$ cat config.mk
export PLATFORM = sky130hd
export DESIGN_NAME = split_arbiter_flat
export DESIGN_NICKNAME = d
export VERILOG_FILES = /design/src/rtl/split_arbiter_if.sv /design/src/rtl/split_arbiter.sv /design/src/flat_wrapper.sv
export SDC_FILE = /design/constraint.sdc
export NUM_CORES = 1
export LEC_CHECK = 0
export CAP_MARGIN = 20
export CORE_UTILIZATION = 45
export DETAILED_ROUTE_END_ITERATION = 16
export MAX_ROUTING_LAYER = met4
export PLACE_DENSITY = 0.66
export SKIP_LAST_GASP = 1
export SLEW_MARGIN = 30
export SYNTH_ARGS = -nofsm -noshare
export SYNTH_HDL_FRONTEND = slang
export SYNTH_SLANG_ARGS = --single-unit
$ cat constraint.sdc
create_clock -name clk -period 2.84 [get_ports clk]
set_input_delay 0.426 -clock clk [delete_from_list [all_inputs] [get_ports clk]]
set_output_delay 0.426 -clock clk [all_outputs]
set_load 0.03 [all_outputs]
$ cat src/rtl/split_arbiter_if.sv
// Bus-side signal bundle for split_arbiter: requests and slave selects in,
// grant and status out. The arbiter uses the slave modport.
interface split_arbiter_if #(
    parameter int NUM_MASTERS = 4,
    parameter int NUM_SLAVES  = 3,
    parameter int SLAVE_LEN   = 2
);
    localparam int MW = $clog2(NUM_MASTERS);

    logic [NUM_MASTERS-1:0]           req;
    logic [NUM_MASTERS*SLAVE_LEN-1:0] slave_sel;
    logic                             trans_done;
    logic [NUM_SLAVES-1:0]            split_en;
    logic [NUM_MASTERS-1:0]           grant;
    logic [MW-1:0]                    grant_id;
    logic [SLAVE_LEN-1:0]             sel_slave;
    logic                             bus_busy;
    logic                             arbiter_busy;
    logic [NUM_MASTERS-1:0]           split_pending;
    logic                             timeout;
    logic                             sel_err;

    modport master (
        output req, slave_sel, trans_done, split_en,
        input  grant, grant_id, sel_slave, bus_busy, arbiter_busy,
               split_pending, timeout, sel_err
    );

    modport slave (
        input  req, slave_sel, trans_done, split_en,
        output grant, grant_id, sel_slave, bus_busy, arbiter_busy,
               split_pending, timeout, sel_err
    );
endinterface

$ cat src/rtl/split_arbiter.sv
// Split-transaction bus arbiter: IDLE/GRANT machine with parked-master resume
// priority, round-robin fallback, grant timeout and bad-slave-select flagging.
module split_arbiter #(
    parameter int NUM_MASTERS = 4,
    parameter int NUM_SLAVES  = 3,
    parameter int SLAVE_LEN   = 2,
    parameter int TIMEOUT     = 255
) (
    input  logic           clk,
    input  logic           reset,
    split_arbiter_if.slave bus
);
    localparam int MW = $clog2(NUM_MASTERS);
    localparam int TW = 16;

    typedef enum logic {IDLE, GRANT} state_t;

    state_t                 state_q, state_d;
    logic [NUM_MASTERS-1:0] grant_q, grant_d;
    logic [MW-1:0]          grant_id_q, grant_id_d;
    logic [MW-1:0]          last_grant_q, last_grant_d;
    logic [SLAVE_LEN-1:0]   sel_slave_q, sel_slave_d;
    logic                   bus_busy_q, bus_busy_d;
    logic                   arbiter_busy_q, arbiter_busy_d;
    logic [NUM_MASTERS-1:0] split_pending_q, split_pending_d;
    logic [SLAVE_LEN-1:0]   park_slave_q [NUM_MASTERS];
    logic [SLAVE_LEN-1:0]   park_slave_d [NUM_MASTERS];
    logic                   timeout_q, timeout_d;
    logic                   sel_err_q, sel_err_d;
    logic [TW-1:0]          cnt_q, cnt_d;
    logic [NUM_MASTERS-1:0] req_prev_q, req_prev_d;

    logic [SLAVE_LEN-1:0]   sel [NUM_MASTERS];
    logic [NUM_MASTERS-1:0] sel_ok, eligible, resumed;
    logic [MW-1:0]          winner, rr_idx;
    logic [TW-1:0]          cnt_inc;
    logic                   cur_split, tmo_hit;

    function automatic logic slave_split(input logic [SLAVE_LEN-1:0] s,
                                         input logic [NUM_SLAVES-1:0] en);
        logic hit;
        hit = 1'b0;
        for (int j = 0; j < NUM_SLAVES; j++)
            if (s == SLAVE_LEN'(j)) hit = en[j];
        return hit;
    endfunction

    // A parked master may only come back once the slave it was parked on lets go.
    always_comb begin
        for (int i = 0; i < NUM_MASTERS; i++) begin
            sel[i]      = bus.slave_sel[i*SLAVE_LEN +: SLAVE_LEN];
            sel_ok[i]   = int'(sel[i]) < NUM_SLAVES;
            eligible[i] = bus.req[i] && sel_ok[i] && !slave_split(sel[i], bus.split_en) &&
                          (!split_pending_q[i] || !slave_split(park_slave_q[i], bus.split_en));
            resumed[i]  = eligible[i] && split_pending_q[i];
        end
    end

    // Descending scans so the final assignment is the highest-priority candidate.
    always_comb begin
        winner = '0;
        rr_idx = '0;
        if (|resumed) begin
            for (int i = NUM_MASTERS - 1; i >= 0; i--)
                if (resumed[i]) winner = MW'(i);
        end else begin
            for (int k = NUM_MASTERS; k >= 1; k--) begin
                rr_idx = MW'((int'(last_grant_q) + k) % NUM_MASTERS);
                if (eligible[rr_idx]) winner = rr_idx;
            end
        end
    end

    assign cnt_inc   = (cnt_q == '1) ? cnt_q : cnt_q + 1'b1;
    assign tmo_hit   = cnt_inc >= TW'(TIMEOUT);
    assign cur_split = slave_split(sel_slave_q, bus.split_en);

    always_comb begin
        // NOTE: every _d gets a default before the case so no latch is inferred.
        state_d         = state_q;
        grant_d         = grant_q;
        grant_id_d      = grant_id_q;
        sel_slave_d     = sel_slave_q;
        bus_busy_d      = bus_busy_q;
        last_grant_d    = last_grant_q;
        cnt_d           = cnt_q;
        timeout_d       = 1'b0;
        split_pending_d = split_pending_q & bus.req;
        park_slave_d    = park_slave_q;
        req_prev_d      = bus.req;
        sel_err_d       = |(bus.req & ~req_prev_q & ~sel_ok);

        case (state_q)
            IDLE: begin
                if (|eligible) begin
                    state_d                 = GRANT;
                    grant_d                 = NUM_MASTERS'(1) << winner;
                    grant_id_d              = winner;
                    sel_slave_d             = sel[winner];
                    bus_busy_d              = 1'b1;
                    cnt_d                   = '0;
                    split_pending_d[winner] = 1'b0;
                end
            end
            GRANT: begin
                cnt_d = cnt_inc;
                if (bus.trans_done || !bus.req[grant_id_q] || cur_split || tmo_hit) begin
                    state_d      = IDLE;
                    grant_d      = '0;
                    bus_busy_d   = 1'b0;
                    last_grant_d = grant_id_q;
                    // Completion wins over split; only an unfinished transfer parks or times out.
                    if (!bus.trans_done && bus.req[grant_id_q]) begin
                        if (cur_split) begin
                            split_pending_d[grant_id_q] = 1'b1;
                            park_slave_d[grant_id_q]    = sel_slave_q;
                        end else begin
                            timeout_d = 1'b1;
                        end
                    end
                end
            end
        endcase

        arbiter_busy_d = bus_busy_d | (|split_pending_d);
    end

    // NOTE: sequential state uses non-blocking assignments only.
    always_ff @(posedge clk or negedge reset) begin
        if (!reset) begin
            state_q         <= IDLE;
            grant_q         <= '0;
            grant_id_q      <= '0;
            last_grant_q    <= MW'(NUM_MASTERS - 1);
            sel_slave_q     <= '0;
            bus_busy_q      <= 1'b0;
            arbiter_busy_q  <= 1'b0;
            split_pending_q <= '0;
            timeout_q       <= 1'b0;
            sel_err_q       <= 1'b0;
            cnt_q           <= '0;
            req_prev_q      <= '0;
            // NOTE: the park slots are a handful of flops, so they are reset like any other state.
            for (int i = 0; i < NUM_MASTERS; i++) park_slave_q[i] <= '0;
        end else begin
            state_q         <= state_d;
            grant_q         <= grant_d;
            grant_id_q      <= grant_id_d;
            last_grant_q    <= last_grant_d;
            sel_slave_q     <= sel_slave_d;
            bus_busy_q      <= bus_busy_d;
            arbiter_busy_q  <= arbiter_busy_d;
            split_pending_q <= split_pending_d;
            timeout_q       <= timeout_d;
            sel_err_q       <= sel_err_d;
            cnt_q           <= cnt_d;
            req_prev_q      <= req_prev_d;
            for (int i = 0; i < NUM_MASTERS; i++) park_slave_q[i] <= park_slave_d[i];
        end
    end

    assign bus.grant         = grant_q;
    assign bus.grant_id      = grant_id_q;
    assign bus.sel_slave     = sel_slave_q;
    assign bus.bus_busy      = bus_busy_q;
    assign bus.arbiter_busy  = arbiter_busy_q;
    assign bus.split_pending = split_pending_q;
    assign bus.timeout       = timeout_q;
    assign bus.sel_err       = sel_err_q;
endmodule

$ cat src/flat_wrapper.sv
// flat-port wrapper written by rule: the top's interface ports become plain ports
module split_arbiter_flat 
#(
    parameter int NUM_MASTERS = 4,
    parameter int NUM_SLAVES  = 3,
    parameter int SLAVE_LEN   = 2,
    parameter int TIMEOUT     = 255
)
  (clk, reset, bus_req, bus_slave_sel, bus_trans_done, bus_split_en, bus_grant, bus_grant_id, bus_sel_slave, bus_bus_busy, bus_arbiter_busy, bus_split_pending, bus_timeout, bus_sel_err);
  split_arbiter_if #(.NUM_MASTERS(NUM_MASTERS), .NUM_SLAVES(NUM_SLAVES), .SLAVE_LEN(SLAVE_LEN)) bus_i ();
  input  logic clk;
  input  logic reset;
  input wire logic [$bits(bus_i.req)-1:0] bus_req;
  input wire logic [$bits(bus_i.slave_sel)-1:0] bus_slave_sel;
  input wire logic [$bits(bus_i.trans_done)-1:0] bus_trans_done;
  input wire logic [$bits(bus_i.split_en)-1:0] bus_split_en;
  output wire logic [$bits(bus_i.grant)-1:0] bus_grant;
  output wire logic [$bits(bus_i.grant_id)-1:0] bus_grant_id;
  output wire logic [$bits(bus_i.sel_slave)-1:0] bus_sel_slave;
  output wire logic [$bits(bus_i.bus_busy)-1:0] bus_bus_busy;
  output wire logic [$bits(bus_i.arbiter_busy)-1:0] bus_arbiter_busy;
  output wire logic [$bits(bus_i.split_pending)-1:0] bus_split_pending;
  output wire logic [$bits(bus_i.timeout)-1:0] bus_timeout;
  output wire logic [$bits(bus_i.sel_err)-1:0] bus_sel_err;
  assign bus_i.req = bus_req;
  assign bus_i.slave_sel = bus_slave_sel;
  assign bus_i.trans_done = bus_trans_done;
  assign bus_i.split_en = bus_split_en;
  assign bus_grant = bus_i.grant;
  assign bus_grant_id = bus_i.grant_id;
  assign bus_sel_slave = bus_i.sel_slave;
  assign bus_bus_busy = bus_i.bus_busy;
  assign bus_arbiter_busy = bus_i.arbiter_busy;
  assign bus_split_pending = bus_i.split_pending;
  assign bus_timeout = bus_i.timeout;
  assign bus_sel_err = bus_i.sel_err;
  split_arbiter #(.NUM_MASTERS(NUM_MASTERS), .NUM_SLAVES(NUM_SLAVES), .SLAVE_LEN(SLAVE_LEN), .TIMEOUT(TIMEOUT)) u_core (.clk(clk), .reset(reset), .bus(bus_i));
endmodule
Yosys cells after proc, flatten, opt, wreduce, memory -nomap -nowiden
Index checks and enable logic that the tools add are counted.
- bitwise operators: 12
- muxes and demuxes: 77
- order comparisons: 16
- equality and inequality tests: 21
- add/subtract/negate cells: 5
- reduce and logical (&&, ||, !) cells: 58
- shifts and indexed selects: 1
- operators with widths (kind ; number):
    $mux 1 ; 42
    $mux 16 ; 2
    $pmux 16 s2 ; 1
    $mux 2 ; 12
    $mux 4 ; 6
    $logic_and 1x1->1 ; 20
    $eq 2x1->1 const B ; 9
    $eq 2x2->1 const B ; 9
    $logic_not 2->1 ; 9
    $lt 2x3->1 const B ; 6
    $add 16x1->16 const B ; 1
    $and 4x4->4 ; 4
    $eq 16x16->1 const B ; 1
    $ge 16x8->1 const B ; 1
    $pmux 4 s2 ; 2
    $reduce_or 4->1 ; 4
    $logic_not 1->1 ; 14
    $not 4->4 ; 3
    $bmux 1 s2 ; 5
    $bwmux 8 ; 1
    $lt 2x2->1 const B ; 4
    $logic_or 1x1->1 ; 7
    $ge 3x3->1 const B ; 2
    $not 2->3 ; 2
    other kinds (16) ; 23
- bits in registers: 47
- bits of input ports: 18
- word-level logic and storage cells: 206
- output and inout bits: 16

Longest topological paths before layout
- depth after elaboration: 24
- depth in mapped cells: 10
- depth with buffers taken out: 9

Worst setup path after synthesis
No wires, ideal clock.
- path type: input port to flip-flop
- from: in bus_split_en[2]
- to: reg u_core.sel_slave_q[0] (netlist: u_core.bus.sel_slave[0])
- stages: 9
- library setup time: 125 ps
- slack: 163 ps
- arrival time: 2552 ps
- buffers on the path: 1
- cells stage by stage: buf_6 and4bb_1 a31oi_1 nor2_1 a2111oi_0 o31ai_2 inv_2 mux4_2 mux2_4
- cells in the longest elaborated chain, start to end: 15
- elaborated cells on any way between the ends: 56
- those cells by class: mux (28); bitwise (1); reduce/logical (27)
- ends and longest elaborated chain (item ; RTL line ; RTL):
    start: declaration ; flat_wrapper.sv:16 ; input wire logic [$bits(bus_i.split_en)-1:0] bus_split_en;
    $mux 1 ; split_arbiter.sv:44 ; if (s == SLAVE_LEN'(j)) hit = en[j];
    $logic_not 1->1, on equally long branches ; split_arbiter.sv:53, split_arbiter.sv:54 ;
    $logic_and 1x1->1 or $logic_or 1x1->1 (tied branches) ; split_arbiter.sv:53, split_arbiter.sv:54 ;
    $logic_and 1x1->1 ; split_arbiter.sv:53 ; eligible[i] = bus.req[i] && sel_ok[i] && !slave_split(sel[i], bus.split_en) &&
    $bmux 1 s2 ; split_arbiter.sv:69 ; if (eligible[rr_idx]) winner = rr_idx;
    $mux 1 (not written as such) ; split_arbiter.sv:69 ;
    $mux 2 (4 in a row) ; split_arbiter.sv:69 ;
    $mux 2 ; split_arbiter.sv:63 ; if (|resumed) begin
    $not 2->3 (not written as such) ; split_arbiter.sv:99 ; sel_slave_d = sel[winner];
    $bmux 2 s2 ; split_arbiter.sv:99 ;
    $mux 2 (not written as such) (2 in a row) ; split_arbiter.sv:99 ;
    end signal: assignment ; split_arbiter.sv:150 ; sel_slave_q <= sel_slave_d;
    end: declaration ; split_arbiter.sv:22 ; logic [SLAVE_LEN-1:0] sel_slave_q, sel_slave_d;
Several ways; a longest one is shown, not always the timed one. The select of a mux whose other input is x is not followed.
A chain may end at the register's enable or synchronous reset.

Final worst setup path
- from: in bus_slave_sel[7]
- to: reg u_core.sel_slave_q[1] (netlist: u_core.bus.sel_slave[1])
- cells in the longest elaborated chain, start to end: 18
- elaborated cells on any way between the ends: 36
- those cells by class: order compare (1); eq/ne (2); mux (23); bitwise (1); reduce/logical (9)
- ends and longest elaborated chain (item ; RTL line ; RTL):
    start: declaration ; flat_wrapper.sv:14 ; input wire logic [$bits(bus_i.slave_sel)-1:0] bus_slave_sel;
    $logic_not 2->1 ; split_arbiter.sv:44 ;
    $mux 1 (3 in a row) ; split_arbiter.sv:44 ;
    $logic_not 1->1 ; split_arbiter.sv:53 ;
    $logic_and 1x1->1 (2 in a row) ; split_arbiter.sv:53 ;
    $bmux 1 s2 ; split_arbiter.sv:69 ;
    $mux 1 (not written as such) ; split_arbiter.sv:69 ;
    $mux 2 (4 in a row) ; split_arbiter.sv:69 ;
    $mux 2 ; split_arbiter.sv:63 ;
    $not 2->3 (not written as such) ; split_arbiter.sv:99 ;
    $bmux 2 s2 ; split_arbiter.sv:99 ;
    $mux 2 (not written as such) (2 in a row) ; split_arbiter.sv:99 ;
Several ways; a longest one is shown, not always the timed one. The select of a mux whose other input is x is not followed.

==> summary.txt <==
Outcome
  • Run status: finished with violations
  • Failing checks: design-rule violations

Yosys
  • Most common cell in the netlist: dfrtp_1
  • Cell variety after synth: 65
  • Number of flops mapped to enable cells by yosys: 0
  • Yosys reg bits: 47
  • Syn_nets: 340
  • Share of the synthesized area in the top cell type: 36.8%
  • Ys Warns: 0
  • Synthesized area: 3060 um^2
  • Post-synthesis sequential area ratio: 38.5%
  • Top_reg_cell synth: dfrtp_1
  • Yosys top cell by area: dfrtp_1
  • Most frequent cells after synthesis: dfrtp_1, nand2_1, nor2_1, inv_1, o21ai_0
  • Mapped Cells: 321
  • Syn_area_per_cell: 9.53 um^2
  • Post-synth ARST share: 100%
  • Area contributors post-synth: dfrtp_1, mux2_2, mux2i_1

Setup path
  • Critical Path Sink Type: register
  • WP data required: 3.03 ns
  • Crit Path Class: in -> reg
  • Crit-path max FO: 3
  • Startpoint type of the worst setup path: input port
  • CP arrival: 2.97 ns
  • Register-to-register setup slack: 0.19 ns

Timing
  • Final Hold Fails: 0
  • Final Hold Slack: 0.117 ns
  • Least-Margin Pin Slew: 0.611 ns
  • Slew Viols, Final: 0
  • Tcrit/Tclk final: 97.9%
  • Finish-stage setup viols: 0
  • Fmax achieved: 360 MHz
  • Relative slew margins: 59.3%
  • Min Clock Period, post-route: 2.78 ns
  • Worst Skew: 0.0131 ns

Pwr
  • Net Switching: 1.11 mW
  • Leakage: 1.79 nW
  • Pwr dens: 716 nW/um^2
  • Internal power component: 1.76 mW
  • Total power: 2.87 mW
  • Clock share of power: 18.1%
  • Combinational power share: 44.5%
  • Switch share: 38.8%
  • Worst-case vdd ir drop: 0.000659 V
  • Sequential share of power: 37.4%

GRT
  • Vias in the first global route: 2629
  • GRT overflow: 0
  • Pin count of the biggest net entering global routing: 48
  • Initial antenna violation count: 0
  • Total GRT Usage: 24.8%
  • First-pass GRT wire length: 13400 um

Clocking
  • H-tree depth: 2
  • Hold_buf cts: 0
  • Worst-path clk slew: 0.08 ns
  • Clock Sinks: 47
  • Deepest clock path buffer count: 2
  • TritonCTS clock tree: yes
  • # Post-CTS Setup Buffers: 0
  • TritonCTS Buffers: 5
  • Clock root cell: clkbuf_8
  • Worst skew pair latency: 0.30 ns

Route
  • Vias: 2890
  • Drt first-iter violations: 292
  • Drt first pass iters: 12
  • Remaining DRCs: 6
  • Drt total wl: 8450 um
  • Routed wire per std cell: 17.5 um
  • Number of routed nets with antenna violations: 0
  • Vias/cell: 5.98

Finish
  • NumNets Final: 424
  • Fillers: 567
  • Share of cells above drive strength 1: 27.6%
  • Synth-to-layout area growth: 31.0%
  • N_diodes: 0

Die
  • Num rows: 29
  • Die height: 84.5 um
  • Io pins: 34
  • Die ar.: 7130 um^2
  • Width of the die: 84.5 um
  • Core area: 6460 um^2
  • Initial Util: 47.4%

Job
  • Max_cap viols: 0

Placement
  • GPL Wtd Cong: 0.962
  • DPL Wire Length: 6170 um
  • PortBufs: 33

Min path
  • Hold Crit Class: in -> async
power groups by stage:
stage / combinational [mW] / sequential (mW) / clock (mW)
after global routing: 1.37 / 1.10 / 0.558
final: 1.28 / 1.07 / 0.519
after CTS: 1.27 / 1.06 / 0.529
after detailed placement: 1.25 / 1.08 / 0
after floorplan: 0.645 / 1.13 / 0
after global placement: 1.24 / 1.07 / 0
layer usage:
layer  part of all wire, %  up-vias  track usage (%)
met5                     0        -                -
met4                   1.1        0             6.47
met3                   7.1        8             3.15
met2                    45      120             37.0
met1                    47     1382             35.8
li1                      -     1380                -
worst max-delay path, stage by stage:
cell	delay, ns
clkdlybuf4s50_1	0.52
mux2i_1	0.29
a31oi_4	0.12
or2_2	0.34
a2111oi_2	0.26
o31ai_2	0.14
inv_2	0.10
mux4_2	0.49
mux2_4	0.26
area by class of cell:
class                   instances  area, um^2  share of cell area [%]
well taps                      77        96.3                    2.40
repair buffers                 93         782                    19.5
clock buffers                   6        82.6                    2.06
clock inverters                 2        35.0                   0.874
inverters                      19        71.3                    1.78
flip-flops and latches         47        1180                    29.4
multi-input cells             239        1760                    44.0
worst paths after layout:
| path | startpoint | endpoint | depth (start not counted) |
|---|---|---|---|
| worst max register to register | u_core.cnt_q[2]$_DFFE_PN0P_ | u_core.bus.grant[2]$_DFFE_PN0P_ | 8 |
| max in group asynchronous | reset | u_core.cnt_q[1]$_DFFE_PN0P_ | 1 |
| worst max-delay path | bus_slave_sel[7] | u_core.bus.sel_slave[1]$_DFFE_PN0P_ | 9 |
| worst min-delay path | reset | u_core.cnt_q[15]$_DFFE_PN0P_ | 1 |
| worst min register to register | u_core.bus.grant[0]$_DFFE_PN0P_ | u_core.bus.grant[0]$_DFFE_PN0P_ | 1 |
| min in group clk | u_core.bus.grant[0]$_DFFE_PN0P_ | u_core.bus.grant[0]$_DFFE_PN0P_ | 1 |
timing repair:
item | CTS | global route
pin swaps | 0 | 2
gates resized for setup | 5 | 9
endpoints found under the setup margin | 3 | 15
registers in the layout (all words and copies together), names as in the netlist:
register / count
u_core.state_q: 1
u_core.bus.sel_slave: 2
u_core.bus.grant_id: 2
u_core.bus.timeout: 1
u_core.bus.bus_busy: 1
u_core.cnt_q: 16
u_core.bus.grant: 4
u_core.bus.arbiter_busy: 1
u_core.last_grant_q: 2
u_core.bus.sel_err: 1
u_core.req_prev_q: 4
u_core.park_slave_q: 8
u_core.bus.split_pending: 4
logic make-up (layout without fill, tap and decap cells):
group	after synthesis	count (layout)	share of synthesized area, %
AOI/OAI and AO/OA	90	90	22.4
xor gates and xnor gates	2	2	0.572
muxes	28	28	11.3
DFF	47	47	38.5
and+or+nand+nor	118	118	21.4
buffers and inverters	35	120	5.40
adders and majority gates	1	1	0.409
layout by cell type, fill, tap and decap left out, types with 6 or more instances in the layout:
cell	netlist	final
and2_1	6	6
mux2_2	12	12
nor2_1	23	22
a21o_1	10	10
nor3_1	10	10
a22o_1	9	9
buf_4	0	61
clkdlybuf4s50_1	0	29
inv_1	18	18
nand2_1	23	22
nand3_1	12	12
o21ai_0	15	15
clkbuf_8	0	6
a21oi_1	11	11
nand4_1	6	6
dfrtp_1	45	44
mux2i_1	10	10
stage by stage:
stage | setup WS, ns | utilization (%) | cells | area, um^2 | TNS, ns
final | 0.0607 | 62.1 | 483 | 4010 | 0
after global routing | -0.0159 | 62.1 | 483 | 4010 | -0.0159
after CTS | 0.00758 | 61.5 | 483 | 3970 | 0
after detailed placement | -0.539 | 59.5 | 475 | 3840 | -4.97
after global placement | -0.400 | 59.4 | 475 | 3840 | -3.44
after floorplan | 0.163 | - | 321 | 3060 | 0
No activity file was read; power rests on OpenSTA's default activity.
==> RTL edit, RTL diff (same flow settings) <==
Take the reset off `split_pending_q` and load it in a clocked block of its own.
--- a/src/rtl/split_arbiter.sv
+++ b/src/rtl/split_arbiter.sv
@@ -136,5 +136,4 @@
             bus_busy_q      <= 1'b0;
             arbiter_busy_q  <= 1'b0;
-            split_pending_q <= '0;
             timeout_q       <= 1'b0;
             sel_err_q       <= 1'b0;
@@ -151,5 +150,4 @@
             bus_busy_q      <= bus_busy_d;
             arbiter_busy_q  <= arbiter_busy_d;
-            split_pending_q <= split_pending_d;
             timeout_q       <= timeout_d;
             sel_err_q       <= sel_err_d;
@@ -158,4 +156,8 @@
             for (int i = 0; i < NUM_MASTERS; i++) park_slave_q[i] <= park_slave_d[i];
         end
+    end
+
+    always_ff @(posedge clk) begin
+        split_pending_q <= split_pending_d;
     end
 
Behaviour: differs if reset is asserted again (counterexample within 4 cycles, from zero or initial values and one cycle with reset low); with reset held inactive, the same outputs for 4 cycles.
==> RTL edit against the unedited design <==
The run still ends with DRC left. Cell area grew 0.90%. Via count decreased by 1.5%. Total power shrank 3.2%. Routed wire length grew 0.66%. Synthesized area decreased by 0.65%. Fmax about the same. Critical path depth shrank 1. Sequential cell count is the same. Sequential share of layout area down 0.73 points. Worst setup slack got worse by 0.0011 ns. Critical path type is now reg2reg. Largest cell class unchanged.
==> RTL edit: results (changes against the unedited design) <==
metric;value;unit;change
DRC viols;6;;unchanged
maximum number of pins on one net before global-route repair;44;;was 48
setup bufs post-CTS;0;;unchanged
Lkg Pwr;1.79;nW;about the same
clock power share;15.3;%;was 18.1%
first-pass GRT wire length;14.1;mm;was 13.4 mm
synth unique cells;66;;was 65
switching portion of total power;40.6;%;was 38.8%
# hold bufs at CTS;0;;unchanged
top flop regs;u_core.cnt_q x16, u_core.park_slave_q x8;;unchanged
Worst Skew;0.0115;ns;was 0.0131 ns
Initial DRT Pass Iterations;10;;was 12
vias in the first global route;2822;;was 2629
fin nets;427;;was 424
critical path's slowest cell;or4_1;;was clkdlybuf4s50_1
maximum vdd ir drop;484;uV;was 659 uV
initial antenna violation count;0;;unchanged
Total Power;2.78;mW;was 2.87 mW
Fill cells;559;;was 567
CTS resizes;9;;was 5
period utilization;97.9;%;about the same
# placed instances;477;;was 475
FF-to-FF End;u_core.bus.grant[2];;unchanged
Crit Path Class;reg2reg;;was in2reg
total wire length;8.50;mm;was 8.45 mm
HPWL after detailed placement;6.18;mm;was 6.17 mm
syn_area_per_cell;9.47;sq um;was 9.53 sq um
Yosys warning count;0;;unchanged
layout cell share with drive strength beyond 1;29.3;%;was 27.6%
Top delay family on crit path;simple AND/OR/NAND/NOR gates;;was multiplexers
failing checks;DRC;;unchanged
Max clock buf depth;2;;unchanged
asr flop ratio synth;91.5;%;was 100%
Worst-Margin Slew;0.772;ns;was 0.611 ns
Synth area leaders;dfrtp_1 34%, mux2_2 4.4%, mux2i_1 3.3%;;was dfrtp_1 37%, mux2_2 4.4%, mux2i_1 3.3%
CP peak stage delay;0.62;ns;was 0.52 ns
Max FO, Critical Path;9;;was 3
initial DRC count;150;;was 292
sequential share of the synthesized area;38.1;%;was 38.5%
GRT Util Overall;25.9;%;was 24.8%
pre-CTS setup slack;-0.551;ns;was -0.539 ns
Reg2Reg Launch Point;u_core.cnt_q[2];;unchanged
status;finished, violations left;;unchanged
Post-synth top cells;41 x dfrtp_1, 23 x nand2_1, 23 x nor2_1, 18 x inv_1, 15 x o21ai_0;;was 45 x dfrtp_1, 23 x nand2_1, 23 x nor2_1, 18 x inv_1, 15 x o21ai_0
internal reg-to-reg setup slack;0.06;ns;was 0.19 ns
via-per-instance ratio;5.86;;was 5.98
Clk pin slew, worst setup/hold paths;0.10;ns;was 0.08 ns
CP arrival;3.03;ns;was 2.97 ns
DP Area;3850;sq um;was 3840 sq um
fin cells;486;;was 483
GP Congestion;0.883;;was 0.962
final hold slack;0.0993;ns;was 0.117 ns
Worst-Skew Late Latency;0.31;ns;
==> RTL edit: layout make-up <==
cell class	instances	area (sq um)	area share, %
Clock inverter	2	12.5	0.309
Sequential cell	47	1160	28.7
Inverter	19	71.3	1.76
Clock buffer	6	72.6	1.79
Tap cell	77	96.3	2.38
Multi-Input combinational cell	239	1810	44.8
Timing Repair Buffer	96	821	20.3
==> RTL edit: cells by family (layout without fill, tap and decap cells) <==
logic type,Yosys count,count (layout),synth area share [%]
DFF,47,47,38.1
muxes,28,28,11.4
and+or+nand+nor,118,118,21.6
buffers and inverters,35,123,5.43
adders and majority gates,1,1,0.411
xor gates and xnor gates,2,2,0.576
AOI/OAI and AO/OA,90,90,22.5
==> RTL edit: metal layers <==
layer	vias up	track usage, %	share of wire (%)
li1	1383	-	-
met1	1381	35.2	49
met2	70	40.8	46
met3	14	3.93	3.3
met4	0	6.58	1.3
met5	-	-	0
